[src/rtl/satd_pkg.sv]
// Shared definitions for the SATD datapath.
//   DIFF_W    : width of one signed residual sample entering the transform
//   HAD_W     : width of one signed Hadamard coefficient leaving the row stage
//   N_PTS     : transform length (lanes per row)
//   ROWS      : rows per 8x8 block
//   row_idx_t : row index within a block
//   row_tag_t : row index plus block-boundary flags, carried with each row
//   pack_had  : places coefficient h_k at bits [k*HAD_W +: HAD_W] of the output bus
package satd_pkg;

  localparam int LENGTH = 11;
  localparam int DIFF_W = LENGTH + 2;
  localparam int HAD_W  = LENGTH + 5;
  localparam int N_PTS  = 8;
  localparam int ROWS   = 8;

  typedef logic [2:0] row_idx_t;

  typedef struct packed {
    logic     last;
    logic     sof;
    row_idx_t row;
  } row_tag_t;

  function automatic logic [N_PTS*HAD_W-1:0] pack_had(input logic [N_PTS-1:0][HAD_W-1:0] h);
    logic [N_PTS*HAD_W-1:0] bus;
    for (int k = 0; k < N_PTS; k++) begin
      bus[k*HAD_W +: HAD_W] = h[k];
    end
    return bus;
  endfunction

endpackage

[src/rtl/hadamard_bfly_stage.sv]
// One radix-2 butterfly layer of the 8-point Hadamard transform.
// Lane k pairs with lane k^STRIDE: the lower lane of each pair takes the
// sum, the upper lane takes lower minus upper. Results grow by one bit and
// are sign-extended, so nothing ever wraps.
//   clk       : rising-edge clock
//   clr       : synchronous clear of valid, tag and data
//   en        : advance; when low every register holds
//   in_valid  : incoming lane data is a real row
//   in_tag    : row tag passed through unchanged
//   in_data   : N_PTS signed lanes of IN_W bits
//   out_valid : registered valid
//   out_tag   : registered tag
//   out_data  : N_PTS signed lanes of IN_W+1 bits
module hadamard_bfly_stage
  import satd_pkg::*;
#(
  parameter int IN_W   = DIFF_W,
  parameter int STRIDE = 4
) (
  input  logic                       clk,
  input  logic                       clr,
  input  logic                       en,
  input  logic                       in_valid,
  input  row_tag_t                   in_tag,
  input  logic [N_PTS-1:0][IN_W-1:0] in_data,
  output logic                       out_valid,
  output row_tag_t                   out_tag,
  output logic [N_PTS-1:0][IN_W:0]   out_data
);

  localparam int OUT_W = IN_W + 1;

  function automatic logic signed [OUT_W-1:0] bfly_add(input logic signed [IN_W-1:0] x,
                                                       input logic signed [IN_W-1:0] y);
    logic signed [OUT_W-1:0] xs;
    logic signed [OUT_W-1:0] ys;
    xs = {x[IN_W-1], x};
    ys = {y[IN_W-1], y};
    return xs + ys;
  endfunction

  function automatic logic signed [OUT_W-1:0] bfly_sub(input logic signed [IN_W-1:0] x,
                                                       input logic signed [IN_W-1:0] y);
    logic signed [OUT_W-1:0] xs;
    logic signed [OUT_W-1:0] ys;
    xs = {x[IN_W-1], x};
    ys = {y[IN_W-1], y};
    return xs - ys;
  endfunction

  logic [N_PTS-1:0][OUT_W-1:0] bfly_c;

  for (genvar k = 0; k < N_PTS; k++) begin : g_lane
    if ((k & STRIDE) == 0) begin : g_add
      assign bfly_c[k] = bfly_add(in_data[k], in_data[k+STRIDE]);
    end else begin : g_sub
      assign bfly_c[k] = bfly_sub(in_data[k-STRIDE], in_data[k]);
    end
  end

  // ---- register boundary ----
  always_ff @(posedge clk) begin
    if (clr) begin
      out_valid <= 1'b0;
      out_tag   <= '0;
      out_data  <= '0;
    end else if (en) begin
      out_valid <= in_valid;
      out_tag   <= in_tag;
      out_data  <= bfly_c;
    end
  end

endmodule

[src/rtl/hadamard_row_stage.sv]
// Pipelined 8-point 1-D Hadamard transform of one residual row per cycle.
// Three butterfly layers (strides 4, 2, 1) give coefficients in natural
// Hadamard order: h_k = sum_n d_n * (-1)^popcount(k & n).
// The pipeline stalls as a whole: every stage advances only when the output
// register is empty or being drained.
//   clk, rst           : clock, synchronous active-high reset
//   diff_0 .. diff_7   : signed residual row
//   in_valid, in_sof   : row present / row starts a new 8x8 block
//   in_ready           : row is taken this cycle
//   had_out            : h_k in bits [k*HAD_W +: HAD_W]
//   out_valid, out_ready : output handshake
//   out_row, out_sof, out_last : row tag within the block
//   err_align          : sticky, set when a block start arrives mid-block
module hadamard_row_stage
  import satd_pkg::*;
#(
  parameter int LENGTH = 11
) (
  input  logic                        clk,
  input  logic                        rst,
  input  logic signed [LENGTH+1:0]    diff_0,
  input  logic signed [LENGTH+1:0]    diff_1,
  input  logic signed [LENGTH+1:0]    diff_2,
  input  logic signed [LENGTH+1:0]    diff_3,
  input  logic signed [LENGTH+1:0]    diff_4,
  input  logic signed [LENGTH+1:0]    diff_5,
  input  logic signed [LENGTH+1:0]    diff_6,
  input  logic signed [LENGTH+1:0]    diff_7,
  input  logic                        in_valid,
  input  logic                        in_sof,
  output logic                        in_ready,
  output logic [8*(LENGTH+5)-1:0]     had_out,
  output logic                        out_valid,
  input  logic                        out_ready,
  output logic [2:0]                  out_row,
  output logic                        out_sof,
  output logic                        out_last,
  output logic                        err_align
);

  localparam int DW = LENGTH + 2;

  logic                     en;
  logic                     acc;
  row_idx_t                 row_q;
  row_idx_t                 row_p0;
  row_tag_t                 tag_p0;
  logic [N_PTS-1:0][DW-1:0] d_p0;

  logic                     vld_p1;
  row_tag_t                 tag_p1;
  logic [N_PTS-1:0][DW:0]   a_p1;

  logic                     vld_p2;
  row_tag_t                 tag_p2;
  logic [N_PTS-1:0][DW+1:0] b_p2;

  logic                     vld_p3;
  row_tag_t                 tag_p3;
  logic [N_PTS-1:0][DW+2:0] h_p3;

  // Depends only on the output register state, never on in_valid.
  assign en       = !vld_p3 || out_ready;
  assign in_ready = en;
  assign acc      = in_valid && en;

  // A block start forces the tag to 0; otherwise the counter supplies it.
  assign row_p0 = in_sof ? row_idx_t'(0) : row_q;
  assign tag_p0 = {(row_p0 == row_idx_t'(ROWS - 1)), (row_p0 == row_idx_t'(0)), row_p0};
  assign d_p0   = {diff_7, diff_6, diff_5, diff_4, diff_3, diff_2, diff_1, diff_0};

  always_ff @(posedge clk) begin
    if (rst) begin
      row_q     <= '0;
      err_align <= 1'b0;
    end else if (acc) begin
      row_q <= row_p0 + row_idx_t'(1);
      if (in_sof && (row_q != row_idx_t'(0))) begin
        err_align <= 1'b1;
      end
    end
  end

  // ---- p0 -> p1 : stride-4 butterflies ----
  hadamard_bfly_stage #(
    .IN_W   (DW),
    .STRIDE (4)
  ) u_bfly_p1 (
    .clk       (clk),
    .clr       (rst),
    .en        (en),
    .in_valid  (in_valid),
    .in_tag    (tag_p0),
    .in_data   (d_p0),
    .out_valid (vld_p1),
    .out_tag   (tag_p1),
    .out_data  (a_p1)
  );

  // ---- p1 -> p2 : stride-2 butterflies ----
  hadamard_bfly_stage #(
    .IN_W   (DW + 1),
    .STRIDE (2)
  ) u_bfly_p2 (
    .clk       (clk),
    .clr       (rst),
    .en        (en),
    .in_valid  (vld_p1),
    .in_tag    (tag_p1),
    .in_data   (a_p1),
    .out_valid (vld_p2),
    .out_tag   (tag_p2),
    .out_data  (b_p2)
  );

  // ---- p2 -> p3 : stride-1 butterflies, output register ----
  hadamard_bfly_stage #(
    .IN_W   (DW + 2),
    .STRIDE (1)
  ) u_bfly_p3 (
    .clk       (clk),
    .clr       (rst),
    .en        (en),
    .in_valid  (vld_p2),
    .in_tag    (tag_p2),
    .in_data   (b_p2),
    .out_valid (vld_p3),
    .out_tag   (tag_p3),
    .out_data  (h_p3)
  );

  assign had_out   = pack_had(h_p3);
  assign out_valid = vld_p3;
  assign out_row   = tag_p3.row;
  assign out_sof   = tag_p3.sof;
  assign out_last  = tag_p3.last;

endmodule

[config.mk]
export PLATFORM = sky130hd
export DESIGN_NAME = hadamard_row_stage
export DESIGN_NICKNAME = d
export VERILOG_FILES = /design/src/rtl/satd_pkg.sv /design/src/rtl/hadamard_bfly_stage.sv /design/src/rtl/hadamard_row_stage.sv
export SDC_FILE = /design/constraint.sdc
export NUM_CORES = 1
export LEC_CHECK = 0
export CORE_AREA = 10 10 274 276
export DETAILED_ROUTE_END_ITERATION = 12
export DIE_AREA = 0 0 284 286
export GPL_TIMING_DRIVEN = 0
export SYNTH_ARGS = -nofsm -noshare
export SYNTH_HDL_FRONTEND = slang
export SYNTH_SLANG_ARGS = --single-unit
export TNS_END_PERCENT = 30
[constraint.sdc]
create_clock -name clk -period 3.33 [get_ports clk]
set_input_delay 0.999 -clock clk [delete_from_list [all_inputs] [get_ports clk]]
set_output_delay 0.999 -clock clk [all_outputs]
set_load 0.05 [all_outputs]
Word level (Yosys, flattened, before mapping):

Index checks and enable logic that the tools add are counted.

* muxes and demuxes: 1
* reduce and logical (&&, ||, !) cells: 7
* equality and inequality tests: 1
* add/subtract/negate cells: 25

Operators with widths (count)
* adder 15 x 15 -> 16 bit: 4
* subtractor 15 x 15 -> 16 bit: 4
* adder 14 x 14 -> 15 bit: 4
* subtractor 14 x 14 -> 15 bit: 4
* adder 13 x 13 -> 14 bit: 4
* subtractor 13 x 13 -> 14 bit: 4
* adder 3 x 1 -> 3 bit (second input constant): 1
* == test 3 bit (second input constant): 1
* zero test 3 bit: 1
* two-way mux 3 bit: 1
* nonzero test 3 bit: 1
* logical AND 1 bit: 2
* AND reduction 2 bit: 1
* zero test 1 bit: 1
* logical OR 1 bit: 1

* flip-flop bits (word level): 382

Longest topological paths before layout:

* word-level depth: 4
* gate-level depth with buffers: 11

Hierarchy:

Synthesis repeated with hierarchy kept, for this count alone.

* cells, all modules: 3605
* area, all modules: 28469.8 µm²

By module, submodules not included
* hadamard_bfly_stage (u_bfly_p3): times used 1, sequential area each 2602.5 µm², cells an instance 1266, area each 9994.6 µm²
* hadamard_bfly_stage (u_bfly_p2): times used 1, sequential area each 2442.3 µm², cells an instance 1197, area each 9379.0 µm²
* hadamard_bfly_stage (u_bfly_p1): times used 1, sequential area each 2282.2 µm², cells an instance 1115, area each 8859.7 µm²
* hadamard_row_stage: times used 1, sequential area each 80.1 µm², cells an instance 27, area each 236.5 µm²

Worst setup path after synthesis:

OpenSTA, ideal clock, no wires.

* path kind: in2out
* start point: input port out_ready
* end point: output port in_ready
* slack: -0.114 ns
* arrival: 2.445 ns
* required time: 2.331 ns
* stages: 6
* path buffers: 4
* cell sequence: nor2b_1 -> clkbuf_1 -> inv_2 -> clkbuf_1 -> clkbuf_1 -> buf_1

* cells in the longest elaborated chain, start to end: 1

Ends and longest elaborated chain
* start, declared: line hadamard_row_stage.sv:34 `input logic out_ready,`
* logical OR 1 bit: line hadamard_row_stage.sv:63 `assign en = !vld_p3 || out_ready;`
* end, declared: line hadamard_row_stage.sv:31 `output logic in_ready,`

No other way between the ends.

Worst setup path in the final report:

* start point: register u_bfly_p1.out_data[70] in the netlist's numbering
* end point: register u_bfly_p2.out_data[87] in the netlist's numbering

* cells in the longest elaborated chain, start to end: 1

Ends and longest elaborated chain
* start, declared: line hadamard_bfly_stage.sv:28 `output logic [N_PTS-1:0][IN_W:0] out_data`
* start signal, assigned: line hadamard_bfly_stage.sv:70 `out_data <= bfly_c;`
* adder 14 x 14 -> 15 bit: line hadamard_bfly_stage.sv:39 `return xs + ys;`
* end signal, assigned: line hadamard_bfly_stage.sv:70
* end, declared: line hadamard_bfly_stage.sv:28

No other way between the ends.
A chain may end at the register's enable or synchronous reset.

==> metrics.txt <==
status=finished, violations left; violated checks=capacitance limit, slew limit, setup timing; crit path DAT=3.85 ns; GPL Wtd Cong=0.999; Internal Power=12.9 mW; hpwl dp=95700 um; worst slew pin tran=1.51 ns; combinational share of power=0.527; Synth Flop Type=dfxtp_1; Yosys cell types=80; largest net degree at the start of global routing=20; DRC Markers=0; final std cells w/o fill=4883; Clk pwr share=0.208; Root Buffer=clkbuf_16; class of the worst hold path=reg2reg; most common cell after layout, fill and taps aside=a21oi_1; final setup vio count=4; die footprint=81200 um2; Power, Total=24.4 mW; port bufs=244; WP buf/inv=0; Final Util=0.473; Async SR Flop Fraction=0; Crit-path slowest cell=a221oi_1; chip width=284 um; CTS clk-pin slew, worst paths=0.06 ns; part of the power in registers=0.265; Mapped Avg Cell Area=7.62 um2; Critical Path, Cell by Cell=ha_1 > fa_1 > nand2b_1 > a221oi_1 > o221a_2 > nor2_1 > o31ai_1 > a21oi_1 > mux2_2; drt wl/cell=24.8 um; Setup TNS Final=-0.0541 ns; warnings from Yosys=0; Site Rows=97; RSZ-0062 raised after global routing=true; pre-CTS worst setup slack=-2.91 ns; Syn Std Cell Area=27500 um2; Top delay family on crit path=compound AO/OA/AOI/OAI gates; Worst setup EP type=register; total track usage=0.284; max-cap violations=1; critical path type=reg2reg; Critical Path Max Stage Delay=0.83 ns; # H-tree levels=2; grt total ovfl=0; Pre-antenna DRT Iters=6; Layout area overhead=19.8%; Post-synth EDFFs=0; Filler Cells Inserted=7116; Critical Path Start Type=register; most frequent cells in the layout=367 x a21oi_1, 365 x dfxtp_1, 332 x inv_1; # diodes=0; Mapped Cells=3608; vias in the first global route=25900; Syn Nets=4070; Final Hold Fails=0; core footprint=69500 um2; Seq/Total Area, Yosys=0.266; final worst slack=-0.0307 ns; fin crit period=3.36 ns; PwrDens=740 nW/um2; final antenna-violating net count=0; Clock Sinks=365; CP Data Required Time=3.82 ns; share of cells above drive strength 1=0.0431; hold_buf cts=0; die height=286 um; CTS tree=yes; first-pass GRT wire length=174000 um; Clock Latency Late Sink=0.61 ns; Final Instance Area=32900 um2; Initial Util=0.395; number of vias per cell=5.68; relative slew slack=-0.00784; DR iter-0 viols=2893; initial antenna violation count=2; sw power=11.5 mW; Ports=245; NumNets Final=4371; placed insts=4793; LEAKAGE=14.0 nW; Fmax=298 MHz; flops & latches, synth=365; crit-path max FO=4; via count=27700; Tcrit/Tclk final=1.01; max-slew violation count=11; VDD IR-drop max=530 uV; Routed WL=121000 um; total CTS buffers=44; WHS=0.445 ns; Post-Route Skew=0.0407 ns; Switching Fraction=0.470; dpl cell area=31100 um2; Clock Tree Buf Depth=3
==> registers in the layout, summed over array words and instances (netlist names) <==
register and flops:
err_align 1, row_q 3, u_bfly_p1.out_data 108, u_bfly_p1.out_tag 5, u_bfly_p1.out_valid 1, u_bfly_p2.out_data 114
u_bfly_p2.out_tag 5, u_bfly_p2.out_valid 1, u_bfly_p3.out_data 121, u_bfly_p3.out_tag 5, u_bfly_p3.out_valid 1
==> tightest hold or removal path, stage by stage (launching register included) <==
cell and delay (ns):
dfxtp_1 0.31, nand2_1 0.05, nand2_1 0.04
==> layer usage <==
metal	wire length, um	track usage	vias up
li1	-	-	13200
met3	8620	0.0409	237
met5	0	0	-
met4	6540	0.137	0
met2	55100	0.471	1156
met1	50600	0.357	13100
==> power groups by stage <==
stage | combinational (mW) | sequential [mW] | clock, mW
3_3_place_gp | 12.5 | 6.50 | 0
4_1_cts | 12.6 | 6.44 | 5.08
2_1_floorplan | 6.77 | 7.97 | 0
6_report | 12.8 | 6.46 | 5.07
5_1_grt | 13.8 | 6.57 | 5.26
3_5_place_dp | 12.6 | 6.53 | 0
==> what timing repair did <==
action,in CTS,in global routing
buffers inserted,0,10
pin swaps,0,3
gates cloned,0,1
setup endpoints to repair,274,69
gates resized for setup,56,34
==> synthesized netlist by cell type, types with 7 or more instances <==
cell type	count	area share
xor2_1	30	0.0096
nand2_1	306	0.042
o22ai_1	15	0.0034
a221oi_1	19	0.0061
nor3b_1	11	0.0030
or3_1	34	0.0077
o2111ai_1	11	0.0035
a31o_2	7	0.0022
o31ai_1	44	0.012
o41ai_1	9	0.0029
a2111oi_0	7	0.0022
nor2b_1	42	0.0096
a311oi_1	20	0.0064
buf_4	8	0.0022
a21oi_1	370	0.067
o221ai_1	11	0.0035
nand4_1	21	0.0048
o21ai_0	234	0.043
nand2b_1	72	0.016
xnor2_1	153	0.049
nor2_1	326	0.045
nor4_1	33	0.0075
mux2i_1	10	0.0036
o21a_1	38	0.010
clkbuf_1	189	0.026
a21o_1	30	0.0082
o211ai_1	16	0.0044
fa_1	24	0.017
and3_1	22	0.0050
ha_1	329	0.15
a211oi_1	113	0.031
o21bai_1	40	0.011
nor3_1	81	0.015
a32o_1	7	0.0026
dfxtp_1	365	0.27
a31oi_1	29	0.0066
and2_1	9	0.0020
inv_1	332	0.045
buf_1	22	0.0030
or4_1	15	0.0041
nand3_1	54	0.0098
==> area by class of cell <==
class / count / area, um2 / share of cell area
buffer: 224 / 1010 / 0.0306
multi-input combinational: 2683 / 18200 / 0.551
clock buffer: 59 / 1210 / 0.0367
sequential: 365 / 7310 / 0.222
timing repair buffer: 256 / 2560 / 0.0776
clock inverter: 21 / 264 / 0.00802
tap: 940 / 1180 / 0.0357
inverter: 335 / 1260 / 0.0383
==> logic make-up (layout without fill, tap and decap cells) <==
group           count (synthesis)  in the layout  synth area share
flops                         365            365             0.266
compound gates               1080           1080             0.246
mux                            12             12           0.00446
simple gates                 1055           1055             0.180
buf+inv                       560            895            0.0781
fa+ha+maj                     353            353             0.167
xor+xnor                      183            183            0.0583
==> worst paths after layout <==
| path | start | end | slack, ns | cells past startpoint |
|---|---|---|---|---|
| setup reg to reg | u_bfly_p1.out_data[70]$_SDFFE_PP0N_ | u_bfly_p2.out_data[87]$_SDFFE_PP0N_ | -0.03 | 9 |
| hold reg to reg | u_bfly_p3.out_data[63]$_SDFFE_PP0N_ | u_bfly_p3.out_data[63]$_SDFFE_PP0N_ | 0.45 | 2 |
| hold / removal | u_bfly_p3.out_data[63]$_SDFFE_PP0N_ | u_bfly_p3.out_data[63]$_SDFFE_PP0N_ | 0.45 | 2 |
| setup / recovery | u_bfly_p1.out_data[70]$_SDFFE_PP0N_ | u_bfly_p2.out_data[87]$_SDFFE_PP0N_ | -0.03 | 9 |
No activity file was read; power rests on OpenSTA's default activity.
